<file path="src/rtl/sfx_pkg.sv">
// Shared types, constants and table contents for the sound-effect sequencer.
// Table entries are returned 32 bits wide and truncated to DIV_W by the ROM.
package sfx_pkg;

  typedef enum logic {
    S_IDLE = 1'b0,
    S_PLAY = 1'b1
  } state_e;

  localparam logic [31:0] NOTE_REST = 32'h0000_0000;
  localparam logic [31:0] NOTE_END  = 32'hFFFF_FFFF;

  // Half-periods minus one at a 50 MHz clock.
  localparam logic [31:0] C5_HALF = 32'd47777;
  localparam logic [31:0] G5_HALF = 32'd31887;

  localparam logic [15:0] SAMPLE_LOW = 16'h2000;

  localparam int TABLE_GAME    = 0;
  localparam int TABLE_BRINGUP = 1;

  function automatic logic [15:0] amp(input logic [2:0] vol);
    case (vol)
      3'd0:    amp = 16'h2000;
      3'd1:    amp = 16'h20A0;
      3'd2:    amp = 16'h2300;
      3'd3:    amp = 16'h2A00;
      3'd4:    amp = 16'h3000;
      default: amp = 16'h4000;
    endcase
  endfunction

  // Anything not listed reads as END, so short effects need no padding.
  function automatic logic [31:0] table_entry(input int set, input int id, input int step);
    table_entry = NOTE_END;
    if (set == TABLE_GAME) begin
      case (id)
        0: begin // jump
          if (step == 0)                 table_entry = C5_HALF;
          else if (step >= 1 && step <= 3) table_entry = G5_HALF;
        end
        1: begin // score
          if (step >= 0 && step <= 3) table_entry = C5_HALF;
        end
        default: table_entry = NOTE_END;
      endcase
    end else begin
      case (id)
        1: begin
          if (step == 0 || step == 1) table_entry = 32'd3;
          else if (step == 2)         table_entry = NOTE_REST;
        end
        2: begin
          if (step >= 0 && step <= 3) table_entry = 32'd1;
        end
        3: begin
          if (step == 0) table_entry = 32'd2;
        end
        default: table_entry = NOTE_END;
      endcase
    end
  endfunction

endpackage

</file>
<file path="src/rtl/sfx_rom.sv">
// Combinational note table: (effect id, step) -> DIV_W-bit entry.
module sfx_rom
  import sfx_pkg::*;
#(
  parameter int DIV_W     = 22,
  parameter int ID_W      = 2,
  parameter int STEP_W    = 3,
  parameter int TABLE_SET = TABLE_GAME
) (
  input  logic [ID_W-1:0]   id_i,
  input  logic [STEP_W-1:0] step_i,
  output logic [DIV_W-1:0]  entry_o
);

  always_comb begin
    entry_o = DIV_W'(table_entry(TABLE_SET, int'(id_i), int'(step_i)));
  end

endmodule

</file>
<file path="src/rtl/sfx_sequencer.sv">
// Priority-resolved sound-effect player: steps a per-effect note table at a
// fixed tick rate and emits a registered square-wave sample.
module sfx_sequencer
  import sfx_pkg::*;
#(
  parameter int NUM_SFX   = 4,
  parameter int STEPS     = 8,
  parameter int TICK_DIV  = 12_500_000,
  parameter int DIV_W     = 22,
  parameter int TABLE_SET = TABLE_GAME,
  localparam int ID_W     = (NUM_SFX > 1) ? $clog2(NUM_SFX) : 1,
  localparam int STEP_W   = (STEPS > 1) ? $clog2(STEPS) : 1,
  localparam int TICK_W   = $clog2(TICK_DIV)
) (
  input  logic               clk,
  input  logic               rst,
  input  logic [NUM_SFX-1:0] trig,
  input  logic [2:0]         vol,
  input  logic               mute,
  output logic               busy,
  output logic               done,
  output logic [ID_W-1:0]    sfx_id,
  output logic [DIV_W-1:0]   note_div,
  output logic [15:0]        audio
);

  state_e              state_q, state_d;
  logic [ID_W-1:0]     id_q, id_d;
  logic [2:0]          vol_q, vol_d;
  logic [STEP_W-1:0]   step_q, step_d;
  logic [TICK_W-1:0]   tick_q, tick_d;
  logic [DIV_W-1:0]    half_q, half_d;
  logic                phase_q, phase_d;
  logic [DIV_W-1:0]    note_q, note_d;
  logic [15:0]         audio_q, audio_d;
  logic                done_q, done_d;

  logic [ID_W-1:0]     win_id;
  logic                accept, tick_term, last_step, nat_end;
  logic [DIV_W-1:0]    entry_cur, entry_nxt;
  logic                cur_silent;

  sfx_rom #(.DIV_W(DIV_W), .ID_W(ID_W), .STEP_W(STEP_W), .TABLE_SET(TABLE_SET)) u_rom_cur (
    .id_i   (id_q),
    .step_i (step_q),
    .entry_o(entry_cur)
  );

  sfx_rom #(.DIV_W(DIV_W), .ID_W(ID_W), .STEP_W(STEP_W), .TABLE_SET(TABLE_SET)) u_rom_nxt (
    .id_i   (id_q),
    .step_i (step_q + STEP_W'(1)),
    .entry_o(entry_nxt)
  );

  // NOTE: every combinational output gets a default before any branch so no latch is inferred.
  always_comb begin
    win_id = '0;
    for (int i = 0; i < NUM_SFX; i++) begin
      if (trig[i]) win_id = ID_W'(i);
    end
  end

  // A lower id is dropped while playing; equal id restarts the effect.
  assign accept     = (|trig) && (state_q == S_IDLE || win_id >= id_q);
  assign tick_term  = (tick_q == TICK_W'(TICK_DIV - 1));
  assign last_step  = (step_q == STEP_W'(STEPS - 1)) || (entry_nxt == '1) || (entry_cur == '1);
  assign nat_end    = (state_q == S_PLAY) && tick_term && last_step;
  assign cur_silent = (entry_cur == '0) || (entry_cur == '1);

  // NOTE: state registers use non-blocking assignments so all flops update from pre-edge values.
  always_ff @(posedge clk or posedge rst) begin
    if (rst) state_q <= S_IDLE;
    else     state_q <= state_d;
  end

  always_comb begin
    state_d = state_q;
    case (state_q)
      S_IDLE:  if (accept) state_d = S_PLAY;
      S_PLAY:  if (!accept && nat_end) state_d = S_IDLE;
      default: state_d = S_IDLE;
    endcase
  end

  always_comb begin
    busy = (state_q == S_PLAY);
    done = done_q;
  end

  always_comb begin
    id_d    = id_q;
    vol_d   = vol_q;
    step_d  = step_q;
    tick_d  = tick_q;
    half_d  = half_q;
    phase_d = phase_q;
    if (accept) begin
      id_d    = win_id;
      vol_d   = vol;
      step_d  = '0;
      tick_d  = '0;
      half_d  = '0;
      phase_d = 1'b0;
    end else if (state_q == S_PLAY) begin
      if (tick_term) begin
        tick_d  = '0;
        step_d  = last_step ? '0 : step_q + STEP_W'(1);
        half_d  = '0;
        phase_d = 1'b0;
      end else begin
        tick_d = tick_q + TICK_W'(1);
        if (half_q == note_q) begin
          half_d  = '0;
          phase_d = ~phase_q;
        end else begin
          half_d = half_q + DIV_W'(1);
        end
      end
    end
  end

  always_comb begin
    done_d  = nat_end && !accept;
    note_d  = (state_q == S_PLAY && (accept || !nat_end)) ? entry_cur : '0;
    audio_d = '0;
    if (state_q == S_PLAY && !mute && !cur_silent) begin
      audio_d = phase_q ? SAMPLE_LOW : amp(vol_q);
    end
  end

  always_ff @(posedge clk or posedge rst) begin
    if (rst) begin
      id_q    <= '0;
      vol_q   <= '0;
      step_q  <= '0;
      tick_q  <= '0;
      half_q  <= '0;
      phase_q <= 1'b0;
      note_q  <= '0;
      audio_q <= '0;
      done_q  <= 1'b0;
    end else begin
      id_q    <= id_d;
      vol_q   <= vol_d;
      step_q  <= step_d;
      tick_q  <= tick_d;
      half_q  <= half_d;
      phase_q <= phase_d;
      note_q  <= note_d;
      audio_q <= audio_d;
      done_q  <= done_d;
    end
  end

  assign sfx_id   = id_q;
  assign note_div = note_q;
  assign audio    = audio_q;

endmodule

</file>
<file path="config.mk">
export PLATFORM = sky130hd
export DESIGN_NAME = sfx_sequencer
export DESIGN_NICKNAME = d
export VERILOG_FILES = /design/src/rtl/sfx_pkg.sv /design/src/rtl/sfx_rom.sv /design/src/rtl/sfx_sequencer.sv
export SDC_FILE = /design/constraint.sdc
export NUM_CORES = 1
export LEC_CHECK = 0
export ABC_AREA = 1
export CORE_MARGIN = 4
export CORE_UTILIZATION = 56
export CTS_CLUSTER_DIAMETER = 60
export CTS_CLUSTER_SIZE = 8
export DETAILED_ROUTE_END_ITERATION = 8
export GPL_TIMING_DRIVEN = 0
export PLACE_DENSITY = 0.8
export SLEW_MARGIN = 10
export SYNTH_ARGS = -nofsm -noshare
export SYNTH_HDL_FRONTEND = slang
export SYNTH_SLANG_ARGS = --single-unit
</file>
<file path="constraint.sdc">
create_clock -name clk -period 2.7 [get_ports clk]
set_input_delay 0.27 -clock clk [delete_from_list [all_inputs] [get_ports clk]]
set_output_delay 0.27 -clock clk [all_outputs]
set_load 0.03 [all_outputs]
</file>
==> reports/qor.csv <==
metric;value;unit
cts_htree_levels;3;
path_max_fanout;10;
place_area;4870;um2
drc_errors;0;
ys.warnings.count;0;
syn2layout_area_growth;20.7;%
wl;9500;um
setup_ws;0.658;ns
wl_met2;4760;um
rows;31;
grt_max_degree;45;
clock-sinks;68;
synthFlopType;dfrtp_1;
fp.dieW;95.2;um
cts_tree;built;
start_util;58.0;%
fp.dieH;95.2;um
status;finished clean;
fin_worst_skew;0.0115;ns
cts_made_buffers;9;
tns;0;ns
cts_resized;0;
grt_use_total;22.8;%
portBuffers;43;
grt_pass1_vias;3646;
drive_above_1_share;12.1;%
fin_area;5140;um2
arrival;2.31;ns
yosysMostFrequentCell;nand2_1;
total_power;3.85;mW
ctsHoldBuffers;0;
grt_overflow;0;
start_kind;primary input;
synth_enable_flop_cells;0;
max_freq;490;MHz
die_area;9060;um2
yosys.area.top_type_share;40.0;%
hpwl;7080;um
synthArstFlopShare;100;%
route.top_layer_used;met4;
fin_crit;2.04;ns
ys_seq_elements;68;
wl_per_cell;12.6;um
leakage;2.44;nW
synth_cell_types;27;
clk_latency;0.35;ns
wl_met3;513;um
place_ws;0.300;ns
ir_worst_vdd;0.000398;V
yosysTopAreaCell;dfrtp_1;
hold_ws;0.234;ns
grt_pass1_wl;16300;um
vias;3821;
crit_type;in2reg;
ys_seq_area_share;40.0;%
period_share;75.6;%
drt-met1-wl;4020;um
end_kind;flop;
synth_area_per_cell;7.26;um2
drt-vias-per-instance;5.08;
root_buffer;clkbuf_8;
synthesis.instances;586;
gp_congestion;0.900;
rsz0062_at_grt;no;
num_io_pins;52;
fin_nets;669;
setup_viol_count_final;0;
hold_class;in2async;
antenna_found_initial;0;
ant_nets;0;
power_density;749;nW/um2
drv_slew;0;
antenna_cells;0;
synth_area_leaders;dfrtp_1 40%, nand2_1 13%, nor2_1 8.3%, inv_1 6.4%, buf_4 5.1%;
syn_area;4260;um2
hold_viol_final;0;
coreArea;7330;um2
cap_violations;0;
post_cts_buffers;0;
cts_max_path_buffers;2;
yosys-top-cells-count;148 x nand2_1, 94 x nor2_1, 72 x inv_1, 68 x dfrtp_1, 38 x nand3_1;
drtIter0Drc;191;
required;2.96;ns
clkTransAtPathRegs;0.08;ns
firstDrtPassIters;5;
-- sequential cells by signal (all words and copies together) (netlist names) --
signal and cells:
busy 1, tick_q 24, half_q 22, vol_q 3, note_div 4, step_q 3, phase_q 1, sfx_id 2
done 1, audio 7
-- critical path, cell delays in order --
cell             delay, ns
clkdlybuf4s50_1       0.49
inv_1                 0.04
a21oi_1               0.17
ha_1                  0.26
o21ai_0               0.16
nand2_1               0.06
nand2_1               0.14
nand2_1               0.11
nand2_2               0.08
inv_1                 0.15
buf_4                 0.22
nor2_1                0.14
-- layer usage --
layer / vias to the layer above / track usage, %
met4: 0 / 8.65
met3: 24 / 4.18
met5: - / 0
li1: 1916 / -
met2: 100 / 39.0
met1: 1781 / 28.6
-- cells by family after synthesis --
| logic type | share of synthesized area (%) |
|---|---|
| AOI/OAI and AO/OA | 2.82 |
| other | 0.0881 |
| DFF | 40.0 |
| and+or+nand+nor | 35.3 |
| xor gates and xnor gates | 5.56 |
| adders and majority gates | 3.23 |
| buffers and inverters | 13.1 |
-- path summary, 6_finish.rpt --
kind                                        from                endpoint  slack, ns  cells after the start
max                                      trig[2]  tick_q[23]$_DFFE_PP0P_       0.66                     12
min                                          rst      audio[9]$_DFF_PP0_       0.23                      2
max reg2reg                sfx_id[1]$_DFFE_PP0P_  tick_q[23]$_DFFE_PP0P_       0.76                     10
min reg2reg                 vol_q[2]$_DFFE_PP0P_      audio[7]$_DFF_PP0_       0.52                      3
max in group asynchronous                    rst          busy$_DFF_PP0_       1.93                      3
min in group clk                          vol[1]    vol_q[1]$_DFFE_PP0P_       0.48                      3
-- metrics by stage --
stage,util [%],cells
2_1_floorplan,-,593
3_3_place_gp,66.0,735
3_5_place_dp,66.4,736
4_1_cts,70.1,752
5_1_grt,70.1,752
6_report,70.1,752
-- final cells by class --
class / instances / area (um2)
Clock inverter: 6 / 134
Timing Repair Buffer: 44 / 458
Fill cell: 563 / 2190
Multi-Input combinational cell: 414 / 2020
Inverter: 75 / 284
Buffer: 36 / 274
Sequential cell: 68 / 1700
Tap cell: 99 / 124
Clock buffer: 10 / 138
-- layout by cell type, fill, tap and decap left out, drive strengths merged, types with 4 or more instances in the layout --
cell,n
conb,8
o21ai,16
ha,11
xnor2,6
nand4,19
inv,76
xor2,21
nor2,111
clkbuf,10
dfrtp,68
bufinv,4
a21oi,8
nand3,39
nor3,16
nand2,152
buf,37
clkdlybuf4s50,43
-- where the power goes --
part | internal [mW] | leakage (nW) | switching [mW] | total [mW]
Combinational | 0.591 | 1.39 | 0.867 | 1.46
Clock | 0.734 | 0.137 | 0.412 | 1.15
Sequential | 1.11 | 0.913 | 0.130 | 1.24
Note: power is estimated with default switching activity, not from simulation.
